[src/rtl/pipe_adder_pkg.sv]
// pipe_adder_pkg: sizing helpers shared by the pipelined adder and its bench
package pipe_adder_pkg;
  localparam int DEF_WIDTH = 6;
  localparam int DEF_STAGES = 3;
  function automatic int chunk_w(int width, int stages);
    return (width + stages - 1) / stages;
  endfunction
  function automatic int last_w(int width, int stages);
    return width - chunk_w(width, stages) * (stages - 1);
  endfunction
  localparam int DEF_LAST_W = last_w(DEF_WIDTH, DEF_STAGES);
endpackage

[src/rtl/adder_stage.sv]
// adder_stage: one carry-chained chunk add plus its pipeline register slice
module adder_stage #(
  parameter int CW = 2,
  parameter int PW = 6,
  parameter int LO = 0
) (
  input  logic          clk,
  input  logic          rst_n,
  input  logic          en,
  input  logic          in_valid,
  input  logic [PW-1:0] x,
  input  logic [PW-1:0] y,
  input  logic [PW-1:0] s_in,
  input  logic          cin,
  output logic          out_valid,
  output logic [PW-1:0] x_q,
  output logic [PW-1:0] y_q,
  output logic [PW-1:0] s_q,
  output logic          cout_q
);
  logic [CW:0]   sum;
  logic [PW-1:0] s_nxt;
  // add this stage's chunk and splice it into the running partial sum
  always_comb begin
    sum = {1'b0, x[LO+:CW]} + {1'b0, y[LO+:CW]} + (CW+1)'(cin);
    s_nxt = s_in;
    s_nxt[LO+:CW] = sum[CW-1:0];
  end
  // bubbles shift like data; payload loads only with a valid operand so idle X never lands
  always_ff @(posedge clk) begin
    if (!rst_n) begin
      out_valid <= 1'b0;
      x_q <= '0;
      y_q <= '0;
      s_q <= '0;
      cout_q <= 1'b0;
    end else if (en) begin
      out_valid <= in_valid;
      if (in_valid) begin
        x_q <= x;
        y_q <= y;
        s_q <= s_nxt;
        cout_q <= sum[CW];
      end
    end
  end
endmodule

[src/rtl/pipe_adder.sv]
// pipe_adder: pipelined add/subtract with valid/ready streaming and overflow flag
module pipe_adder
  import pipe_adder_pkg::*;
#(
  parameter int WIDTH = DEF_WIDTH,
  parameter int STAGES = DEF_STAGES
) (
  input  logic             clk,
  input  logic             rst_n,
  input  logic             in_valid,
  output logic             in_ready,
  input  logic [WIDTH-1:0] X,
  input  logic [WIDTH-1:0] Y,
  input  logic             sub,
  output logic             out_valid,
  input  logic             out_ready,
  output logic [WIDTH-1:0] S,
  output logic             cout,
  output logic             ovf
);
  localparam int CW = chunk_w(WIDTH, STAGES);
  localparam int PW = CW * STAGES;
  localparam int L = STAGES - 1;
  logic [PW-1:0]    xq [STAGES];
  logic [PW-1:0]    yq [STAGES];
  logic [PW-1:0]    sq [STAGES];
  logic             vq [STAGES];
  logic             cq [STAGES];
  logic [WIDTH-1:0] y_eff;
  logic [PW:0]      full;
  logic             adv;
  assign adv = !out_valid || out_ready;
  assign in_ready = adv;
  assign y_eff = sub ? ~Y : Y;
  for (genvar k = 0; k < STAGES; k++) begin : g_stage
    logic [PW-1:0] xi, yi, si;
    logic          vi, ci;
    if (k == 0) begin : g_head
      assign xi = PW'(X);
      assign yi = PW'(y_eff);
      assign si = '0;
      assign vi = in_valid;
      assign ci = sub;
    end else begin : g_body
      assign xi = xq[k-1];
      assign yi = yq[k-1];
      assign si = sq[k-1];
      assign vi = vq[k-1];
      assign ci = cq[k-1];
    end
    adder_stage #(.CW(CW), .PW(PW), .LO(k * CW)) u_stage (
      .clk(clk), .rst_n(rst_n), .en(adv), .in_valid(vi),
      .x(xi), .y(yi), .s_in(si), .cin(ci),
      .out_valid(vq[k]), .x_q(xq[k]), .y_q(yq[k]), .s_q(sq[k]), .cout_q(cq[k])
    );
  end
  // zero-padded upper bits carry the true MSB carry into bit WIDTH of the padded sum
  assign full = {cq[L], sq[L]};
  assign out_valid = vq[L];
  assign S = full[WIDTH-1:0];
  assign cout = full[WIDTH];
  assign ovf = sq[L][WIDTH-1] ^ xq[L][WIDTH-1] ^ yq[L][WIDTH-1] ^ cout;
endmodule

[config.mk]
export PLATFORM = sky130hd
export DESIGN_NAME = pipe_adder
export DESIGN_NICKNAME = d
export VERILOG_FILES = /design/src/rtl/pipe_adder_pkg.sv /design/src/rtl/adder_stage.sv /design/src/rtl/pipe_adder.sv
export SDC_FILE = /design/constraint.sdc
export NUM_CORES = 1
export LEC_CHECK = 0
export CAP_MARGIN = 20
export CORE_UTILIZATION = 49
export CTS_CLUSTER_SIZE = 20
export DETAILED_ROUTE_END_ITERATION = 8
export PLACE_DENSITY = 0.81
export RECOVER_POWER = 50
export SLEW_MARGIN = 30
export SYNTH_ARGS = -nofsm -noshare
export SYNTH_HDL_FRONTEND = slang
export SYNTH_SLANG_ARGS = --single-unit
[constraint.sdc]
create_clock -name clk -period 4.4 [get_ports clk]
set_clock_uncertainty 0.05 [all_clocks]
set_input_delay 0.88 -clock clk [delete_from_list [all_inputs] [get_ports clk]]
set_output_delay 0.88 -clock clk [all_outputs]
set_load 0.05 [all_outputs]
# Yosys cells after proc, flatten, opt, wreduce, memory -nomap -nowiden
# Index checks and enable logic that the tools add are counted.
[totals] input_bits=17 reg_bits=54 wordCells=31 output_inout_bits=10
[classes] reduce_logical=5 mux=1 bitwise_logic=4 add_sub_neg=6
[op_table] operator="$add A2 B2 Y3" n=3
[op_table] operator="$add A3 B1 Y3" n=3
[op_table] operator="$mux W6" n=1
[op_table] operator="$not A6 Y6" n=1
[op_table] operator="$reduce_and A2 Y1" n=3
[op_table] operator="$xor A1 B1 Y1" n=3
[op_table] operator="$logic_not A1 Y1" n=1
[op_table] operator="$logic_or A1 B1 Y1" n=1

# Longest topological paths before layout
# Gate-level depths: netlist (run 1).
[logic_depth] depth_word=4 ltp_mapped=5 mapped_depth_nobuf=5

# Cells and area by module
# From an unflattened synthesis (run 1), not the netlist that was laid out.
[unflattened] cells_unflattened=294 hier_area_um2=2645.0
[modules_own_cells] module="adder_stage" area_each_um2=849.6 seq_area_each_um2=400.4 cells_per_inst=94 instances=3
[modules_own_cells] module="pipe_adder" area_each_um2=96.3 seq_area_each_um2=0.0 cells_per_inst=12 instances=1

# Worst setup path after synthesis (run 1)
# Ideal clock, no wire load.
[synth_timing] path_kind="reg2out" start="register g_stage[2].u_stage.s_q[5]" end="output ovf" arrival_ns=1.659 required_time_ns=3.470 path_stages_with_launch=3 setup_slack_ns=1.811 n_path_buf=0 cell_sequence="dfxtp_1 xor2_1 xnor2_1"
[synth_between] elab_chain_len=3
[synth_lines] item="from (decl)" line="adder_stage.sv:18" source="output logic [PW-1:0] s_q,"
[synth_lines] item="from (signal assigned)" line="adder_stage.sv:42" source="s_q <= s_nxt;"
[synth_lines] item="$xor A1 B1 Y1 (3 in series)" line="pipe_adder.sv:62" source="assign ovf = sq[L][WIDTH-1] ^ xq[L][WIDTH-1] ^ yq[L][WIDTH-1] ^ cout;"
[synth_lines] item="to (decl)" line="pipe_adder.sv:19" source="output logic ovf"
# No other way between the ends.

# Worst setup path after layout (run 1)
[layout_timing] start="input out_ready" end="output in_ready"
[layout_between] elab_chain_len=1
[layout_lines] item="from (decl)" line="pipe_adder.sv:16" source="input logic out_ready,"
[layout_lines] item="$logic_or A1 B1 Y1" line="pipe_adder.sv:32" source="assign adv = !out_valid || out_ready;"
[layout_lines] item="to (decl)" line="pipe_adder.sv:11" source="output logic in_ready,"
# No other way between the ends.

==> results of run 1 <==
area by class of cell:
cell class              count  area, µm²  share of cell area, %
repair buffers             27        258                   14.9
clock inverters             1       5.00                  0.289
multi-input cells          96        708                   40.9
flip-flops and latches     32        641                   37.0
well taps                  31       38.8                   2.24
inverters                  11       41.3                   2.38
clock buffers               6       41.3                   2.38
worst paths after layout:
check | startpoint | slack, ns | cells past startpoint | endpoint
max | out_ready | 0.89 | 4 | in_ready
min | g_stage[0].u_stage.x_q[3] | 0.41 | 2 | g_stage[0].u_stage.x_q[3]
max reg2reg | g_stage[1].u_stage.cout_q | 2.61 | 5 | g_stage[2].u_stage.s_q[5]
min reg2reg | g_stage[0].u_stage.x_q[3] | 0.41 | 2 | g_stage[0].u_stage.x_q[3]
worst max-delay path: cells and delay by family:
| family | cells | cell delay, ns |
|---|---|---|
| buffers and inverters | 3 | 1.64 |
| AND/OR/NAND/NOR | 1 | 0.06 |
power by group through the flow:
stage | clock network, mW | logic, mW | registers, mW
CTS | 0.160 | 0.0934 | 0.314
global route | 0.177 | 0.100 | 0.316
finish | 0.156 | 0.0920 | 0.314
floorplan | 0 | 0.0582 | 0.325
global placement | 0 | 0.0900 | 0.320
detailed placement | 0 | 0.0932 | 0.321
cell usage after synthesis:
cell       n  share of area (%)
nand3_1   11                3.8
nand4_1    5                2.1
nor2b_4    1               0.94
mux2_2     1               0.77
dfxtp_1   32                 44
o21ai_1    3                1.0
buf_6      2                1.5
mux2i_1   13                8.9
buf_2      5                1.7
clkbuf_2   1               0.34
and2_1     2               0.85
buf_4      1               0.51
fa_1       5                6.8
xor2_1     2                1.2
nand2_1   29                7.4
inv_1     10                2.6
clkbuf_1   4                1.0
and2_4     1               0.60
o211a_1   11                7.5
a21boi_0   2                1.0
o21ai_0    2               0.68
o21a_1     1               0.51
xnor2_1    7                4.2
inv_2      1               0.26
kinds of logic (layout without fill, tap and decap cells):
logic type / after synthesis / in the layout / synth area share [%]
flip-flops: 32 / 32 / 43.7
XOR/XNOR: 9 / 9 / 5.38
AO/OA/AOI/OAI: 19 / 19 / 10.8
AND/OR/NAND/NOR: 49 / 49 / 15.7
multiplexers: 14 / 14 / 9.65
buffers and inverters: 24 / 45 / 7.94
adder cells (fa/ha/maj): 5 / 5 / 6.83
layer usage:
metal | vias up | GRT usage (%) | part of all wire [%]
li1 | 541 | - | -
met1 | 509 | 21.6 | 41
met2 | 27 | 33.5 | 52
met3 | 4 | 6.91 | 5.0
met4 | 0 | 7.50 | 1.3
met5 | - | 0 | 0
registers in the layout, indices dropped and copies added, names as in the netlist:
| name | flops |
|---|---|
| g_stage.u_stage.x_q | 7 |
| g_stage.u_stage.out_valid | 3 |
| g_stage.u_stage.cout_q | 3 |
| g_stage.u_stage.y_q | 7 |
| g_stage.u_stage.s_q | 12 |
==> results.toml, run 1 <==
[timing]
maxClockFrequency_mhz = 285
fraction_of_the_cycle_the_final_worst_path_needs_pct = 79.7
tightest_slew_ns = 1.45
worst_hold_slack_ns = 0.413
fin_crit_ns = 3.51
slew_headroom_pct = 3.66
finalWorstSetupSlack_ns = 0.892
timing.setup.tns_ns = 0
drv_slew = 0
setup_viol = 0
final-hold-violation-count = 0
grt_setup_unrepaired = "no"

[yosys]
syn_inst = 152
avgSynthCellArea_um2 = 9.64
yosys_warnings = 0
distinct_cell_type_count_after_synthesis = 24
synth_fp_nets = 174
synth_sequential_area_ratio_pct = 43.7
synthesis.area_um2 = 1470
synth-seq-cells = 32

[outcome]
failed_checks = "DRC"
status = "complete, but fails checks"

[placement]
dp_hpwl_um = 1980
place_congestion = 0.759
dpl-instance-area_um2 = 1690
dpl.cell_count = 197
buffers_added_on_ports = 26
dp_worst_setup_slack_ns = 0.896

[floorplan]
die_area_um2 = 3210
start_util_pct = 52.2
core_area_um2 = 2810
io-pin-count = 27
die_y_um = 56.7
row_count = 19
fp.dieW_um = 56.7

[drt]
vias = 1081
drt_first_pass_iters = 6
drt_wl_total_um = 2670
drt-initial-drc-count = 38
drcViolationCount = 6
avgRoutedWirePerCell_um = 13.1
ant_nets = 0
vias_per_cell = 5.30

[finish]
fin_nets = 195
area_of_all_placed_cells_without_fillers_um2 = 1730
antenna_cells_inserted = 0
post_layout_nonfiller_instances = 204
syn_to_final_growth_pct = 18.3
highest_count_cells_in_the_layout_ignoring_fill_and_taps = "dfxtp_1 (32), nand2_1 (29), clkdlybuf4s50_1 (25)"
finalCoreUtilization_pct = 61.8
layout.cells.most_common = "dfxtp_1"
layout.filler_cells = 260
final_layout_size_suffix_gt1_share_pct = 5.78

[grt]
grt_pass1_wl_um = 4600
gr-total-overflow = 0
largest_net_degree_at_the_start_of_global_routing = 38
global_route.usage.total_pct = 19.4
number_of_global_route_vias_before_repair = 1021
antenna_found_initial = 0

[clocking]
cts-hold-fix-buffers = 0
worst_setup_hold_path_clk_slew_ns = 0.09
post-cts-setup-buffers = 0
cts_made_buffers = 5
tritoncts = "built"
clock-root-buffer = "clkbuf_4"
numClockSinks = 32
cts-root-to-sink-buffers = 2
cts_htree_levels = 2
clk_lat_worst_skew_ns = 0.34
post_cts_resize_count = 0

[pwr]
clkPwrFrac_pct = 27.7
cellInternalPower_mw = 0.407
power_switching_share_pct = 27.6
power.density_cell_area_nw_per_um2 = 324
vdd.ir_drop.worst_uv = 202
comb_power_share_pct = 16.4
power_leakage_nw = 0.748
power.total_mw = 0.562
seq_power_share_pct = 55.9
net_switching_mw = 0.155

[setup_path]
worstPathArrival_ns = 2.58
start_kind = "input pin"
path_max_fanout = 23
crit_path_cell_trace = "clkdlybuf4s50_1, nor2b_4, inv_2, clkdlybuf4s50_1"
worstPathRequired_ns = 3.47
timing.critical_path.slowest_cell_delay_ns = 0.88
cp_common_cell = "clkdlybuf4s50_1"
kind_of_capture_point_of_the_worst_setup_path = "output port"
critical_path_class = "in -> out"
cp_slowest_cell = "clkdlybuf4s50_1"

[min_path]
hp-class = "reg -> reg"

[job]
max_cap_viol_count = 0
Power figures use the tool's default switching activity.
==> inputs of run 2 (changes only) <==
- clock period: 4.4 -> 3.5 ns (I/O delays scaled with it)
==> run 2 against run 1 <==
Routed wire length is 4.3% lower. Via count is 0.37% lower. Sequential share of layout area shrank 0.29 points. Worst hold slack about the same. Design area up 0.79%. First-iteration DRC count is 11% lower. Clock power is 21% higher. The flow finishes with violations (DRC, capacitance limit, slew limit). Count of clock-buffer cells in the layout is the same. Sequential power rose by 26%.
==> results.toml, run 2 (same netlist as run 1, synthesis figures left out) <==
[finish]
layout.cells.most_common = "dfxtp_1"
reg_top3 = "g_stage.u_stage.s_q (12), g_stage.u_stage.x_q (7), g_stage.u_stage.y_q (7)"
area_of_all_placed_cells_without_fillers_um2 = 1750
final_layout_size_suffix_gt1_share_pct = 6.32
register_area_um2 = 641
layout.filler_cells = 263
regMostFlops = "g_stage.u_stage.s_q"
largest_register_ffs = 12
antenna_cells_inserted = 0
syn_to_final_growth_pct = 19.2
highest_count_cells_in_the_layout_ignoring_fill_and_taps = "dfxtp_1 (32), nand2_1 (29), clkdlybuf4s50_1 (25)"
multi_input_comb_area_um2 = 708
fin_nets = 196

[pwr]
cellInternalPower_mw = 0.512
power.density_cell_area_nw_per_um2 = 400
net_switching_mw = 0.187
comb_power_share_pct = 16.3
vdd.ir_drop.worst_uv = 229
seq_power_share_pct = 56.6
power_leakage_nw = 0.755
clkPwrFrac_pct = 27.1
power_switching_share_pct = 26.7

[drt]
drcViolationCount = 6
vias_per_cell = 5.25
ant_nets = 0
routed-wl-met3_um = 113
avgRoutedWirePerCell_um = 12.5
top_layer_used = "met4"
drt_first_pass_iters = 7
vias = 1077
drt_wl_total_um = 2560
drt-met1-wl_um = 1140
met2WireLength_um = 1270
drt-initial-drc-count = 34

[min_path]
min_path_cells = 2
worstHoldStart = "g_stage[1].u_stage.s_q[0]"
hold_path_end = "g_stage[1].u_stage.s_q[0]"
hp-class = "reg -> reg"

[timing]
fraction_of_the_cycle_the_final_worst_path_needs_pct = 81.5
timing.setup.tns_ns = 0
slew_headroom_pct = -7.94
maxClockFrequency_mhz = 351
final-hold-violation-count = 0
tightest_slew_ns = 1.62
drv_slew = 44
grt_setup_unrepaired = "no"
fin_crit_ns = 2.85
setup_viol = 0
finalWorstSetupSlack_ns = 0.648

[setup_path]
cp_slowest_cell = "clkdlybuf4s50_1"
reg2reg_setup_slack_ns = 1.72
kind_of_capture_point_of_the_worst_setup_path = "output port"
rr_worst_depth = 5
worstPathRequired_ns = 2.75
worstSetupStartpoint = "out_ready"
path_max_fanout = 4
reg2reg_from = "g_stage[1].u_stage.cout_q"
worstPathArrival_ns = 2.10
start_kind = "input pin"
timing.critical_path.slowest_cell_delay_ns = 0.79
critical_path_class = "in -> out"
cp_common_cell = "clkdlybuf4s50_1"
crit_path_cell_trace = "clkdlybuf4s50_1, nor2b_4, inv_2, clkdlybuf4s50_1"
timing.rr.end = "g_stage[2].u_stage.s_q[5]"

[grt]
gr-total-overflow = 0
antenna_found_initial = 0
number_of_global_route_vias_before_repair = 1051
grt_pass1_wl_um = 4350
global_route.usage.total_pct = 18.1
largest_net_degree_at_the_start_of_global_routing = 44

[clocking]
clk_lat_worst_skew_ns = 0.32
clock-root-buffer = "clkbuf_4"
cts-root-to-sink-buffers = 2
worst_setup_hold_path_clk_slew_ns = 0.08
tritoncts = "built"
cts-hold-fix-buffers = 0
cts_htree_levels = 2
numClockSinks = 32
cts_made_buffers = 5
post_cts_resize_count = 0
post-cts-setup-buffers = 0

[floorplan]
die_y_um = 56.7
row_count = 19
fp.dieW_um = 56.7
core_area_um2 = 2810
die_area_um2 = 3210
io-pin-count = 27
start_util_pct = 52.2

[placement]
dp_worst_setup_slack_ns = 0.649
dpl-instance-area_um2 = 1700
buffers_added_on_ports = 26
dp_hpwl_um = 1900
place_congestion = 0.789

[outcome]
failed_checks = "DRC, capacitance limit, slew limit"
status = "complete, but fails checks"

[job]
max_cap_viol_count = 1
[run 2: cell count changes in the layout (fill, tap and decap cells not counted), sizes merged]
| cell | before | now |
|---|---|---|
| buf | 0 | 1 |
| clkbuf | 8 | 7 |
| dlygate4sd3 | 0 | 1 |
[run 2: worst max-delay path, delay by kind of cell]
kind | cells | cell delay [ns]
and+or+nand+nor | 1 | 0.06
buffers and inverters | 3 | 1.34
[run 2: per-layer routing]
| layer | vias up | GRT usage (%) |
|---|---|---|
| li1 | 545 | - |
| met1 | 503 | 19.5 |
| met2 | 25 | 32.0 |
| met3 | 4 | 6.22 |
| met4 | 0 | 7.50 |
| met5 | - | 0 |
[run 2: per-stage QoR]
step / utilization [%] / power (mW) / hold WS, ns / cells
finish: 62.3 / 0.698 / 0.412 / 205
detailed placement: 60.7 / 0.519 / 0.395 / 198
floorplan: - / 0.482 / 0.378 / 152
CTS: 62.4 / 0.704 / 0.408 / 205
global placement: 60.7 / 0.515 / 0.392 / 198
global route: 62.3 / 0.733 / 0.436 / 205
[run 2: final cells by class]
class / instances / area share (%)
inverter: 11 / 2.36
clock buffer: 6 / 2.36
multi-input combinational: 96 / 40.5
clock inverter: 1 / 0.287
timing repair buffer: 28 / 15.5
sequential: 32 / 36.7
tap: 31 / 2.22
[run 2: how the worst max path moves through the flow]
stage | end | slack (ns) | cells after the start
final | in_ready | 0.65 | 4
after global routing | g_stage[1].u_stage.x_q[4] | 0.60 | 4
after CTS | in_ready | 0.64 | 4
after detailed placement | in_ready | 0.65 | 4
after global placement | in_ready | 0.65 | 4
after floorplan | ovf | 1.09 | 2
[run 2: power by group through the flow]
| stage | clock, mW | sequential [mW] | combinational [mW] |
|---|---|---|---|
| CTS | 0.193 | 0.395 | 0.116 |
| finish | 0.189 | 0.395 | 0.114 |
| global placement | 0 | 0.402 | 0.113 |
| floorplan | 0 | 0.408 | 0.0731 |
| detailed placement | 0 | 0.404 | 0.115 |
| global route | 0.210 | 0.397 | 0.126 |
==> inputs of run 3 (changes only) <==
- clock period: 3.5 -> 2.9 ns (I/O delays scaled with it)
==> run 3 against run 2 <==
Global-route usage about the same. Critical endpoint is now g_stage[0].u_stage.x_q[5]. Worst hold slack better by 0.00065 ns. Critical path depth unchanged. Register-to-register slack worse by 0.61 ns. The run still ends with DRC, capacitance limit, slew limit left.
==> results.toml, run 3 (same netlist as run 1, synthesis figures left out) <==
[pwr]
vdd.ir_drop.worst_uv = 317
power_leakage_nw = 0.767
power.total_mw = 0.877
power.density_cell_area_nw_per_um2 = 497

[grt]
grt_pass1_wl_um = 4390
gr-usage-met1_pct = 21.6
grt_util_met3_pct = 6.22
met2_usage_pct = 29.6
largest_net_degree_at_the_start_of_global_routing = 44
number_of_global_route_vias_before_repair = 1019
global_route.usage.total_pct = 18.1
antenna_found_initial = 0
globalRoute.busiestLayer = "met2"
gr-total-overflow = 0

[timing]
final-hold-violation-count = 0
grt_setup_unrepaired = "no"
setup_viol = 0
slew_headroom_pct = -11.9
timing.setup.tns_ns = 0
fraction_of_the_cycle_the_final_worst_path_needs_pct = 85.5
tightest_slew_ns = 1.68
fin_crit_ns = 2.48
finalWorstSetupSlack_ns = 0.422
maxClockFrequency_mhz = 404
drv_slew = 44

[drt]
drt-initial-drc-count = 20
avgRoutedWirePerCell_um = 12.2
drcViolationCount = 7
drt_wl_total_um = 2510
ant_nets = 0
vias = 1083
vias_per_cell = 5.28
drt_first_pass_iters = 6

[finish]
regMostFlops = "g_stage.u_stage.s_q"
area_of_all_placed_cells_without_fillers_um2 = 1760
fin_nets = 195
finalCoreUtilization_pct = 62.9
highest_count_cells_in_the_layout_ignoring_fill_and_taps = "dfxtp_1 (32), nand2_1 (29), clkdlybuf4s50_1 (25)"
antenna_cells_inserted = 0
final_layout_size_suffix_gt1_share_pct = 7.47
reg_top3 = "g_stage.u_stage.s_q (12), g_stage.u_stage.x_q (7), g_stage.u_stage.y_q (7)"
layout.cells.most_common = "dfxtp_1"
syn_to_final_growth_pct = 20.4
largest_register_ffs = 12

[placement]
dp_hpwl_um = 1830
dp_worst_setup_slack_ns = 0.645
place_congestion = 0.801
dpl-instance-area_um2 = 1710
buffers_added_on_ports = 26

[clocking]
clk_lat_worst_skew_ns = 0.33
cts_made_buffers = 5
cts-root-to-sink-buffers = 2
cts_htree_levels = 2
worst_setup_hold_path_clk_slew_ns = 0.10
post-cts-setup-buffers = 0
cts-hold-fix-buffers = 0
tritoncts = "built"
clock-root-buffer = "clkbuf_4"
post_cts_resize_count = 0
numClockSinks = 32

[setup_path]
worstPathRequired_ns = 3.10
crit_path_cell_trace = "clkdlybuf4s50_1, clkbuf_1, nand2_1, mux2i_1"
kind_of_capture_point_of_the_worst_setup_path = "flop"
worstPathArrival_ns = 2.68
critical_path_class = "in -> reg"
start_kind = "input pin"
path_buf_inv = 2
critical-path-top-delay-family = "buffers and inverters"
cp_slowest_cell = "clkbuf_1"
timing.critical_path.slowest_cell_delay_ns = 1.20
path_max_fanout = 43
reg2reg_setup_slack_ns = 1.11

[floorplan]
row_count = 19
die_y_um = 56.7
die_area_um2 = 3210
core_area_um2 = 2810
start_util_pct = 52.2
fp.dieW_um = 56.7
io-pin-count = 27

[job]
max_cap_viol_count = 1

[outcome]
status = "complete, but fails checks"
failed_checks = "DRC, capacitance limit, slew limit"

[min_path]
hp-class = "reg -> reg"
run 3: report_power, final:
| part | total (mW) | internal [mW] | switching (mW) | leakage (nW) |
|---|---|---|---|---|
| registers | 0.476 | 0.463 | 0.0138 | 0.262 |
| clock network | 0.261 | 0.115 | 0.145 | 0.0380 |
| logic | 0.140 | 0.0671 | 0.0725 | 0.467 |
| total | 0.877 | 0.645 | 0.232 | 0.767 |
run 3: area by class of cell:
cell class,count,area (µm²)
timing repair buffer,27,274
clock inverter,2,10.0
tap,31,38.8
inverter,11,41.3
sequential,32,641
multi-input combinational,96,708
clock buffer,6,51.3
fill,244,1040
run 3: through the flow:
step	hold slack, ns	std cells
after floorplan	0.378	152
after global placement	0.391	197
after detailed placement	0.397	197
after CTS	0.411	205
after global routing	0.439	205
final	0.413	205
run 3: final timing paths:
kind / cells past startpoint / startpoint / endpoint
hold reg to reg: 2 / g_stage[1].u_stage.y_q[4] / g_stage[1].u_stage.y_q[4]
setup reg to reg: 5 / g_stage[0].u_stage.cout_q / g_stage[1].u_stage.s_q[3]
setup / recovery: 4 / rst_n / g_stage[0].u_stage.x_q[5]
hold / removal: 2 / g_stage[1].u_stage.y_q[4] / g_stage[1].u_stage.y_q[4]
run 3: worst reg2reg max path: stages (launching register included):
cell and delay [ns]:
dfxtp_1 0.34, inv_1 0.06, fa_1 0.46, fa_1 0.56, nand3_1 0.07, o211a_1 0.14
run 3: per-layer routing:
metal | share of wire (%) | wire length [µm] | vias to the layer above
li1 | - | - | 543
met1 | 44 | 1110 | 505
met2 | 50 | 1240 | 30
met3 | 4.7 | 119 | 5
met4 | 1.5 | 37 | 0
met5 | 0 | 0 | -
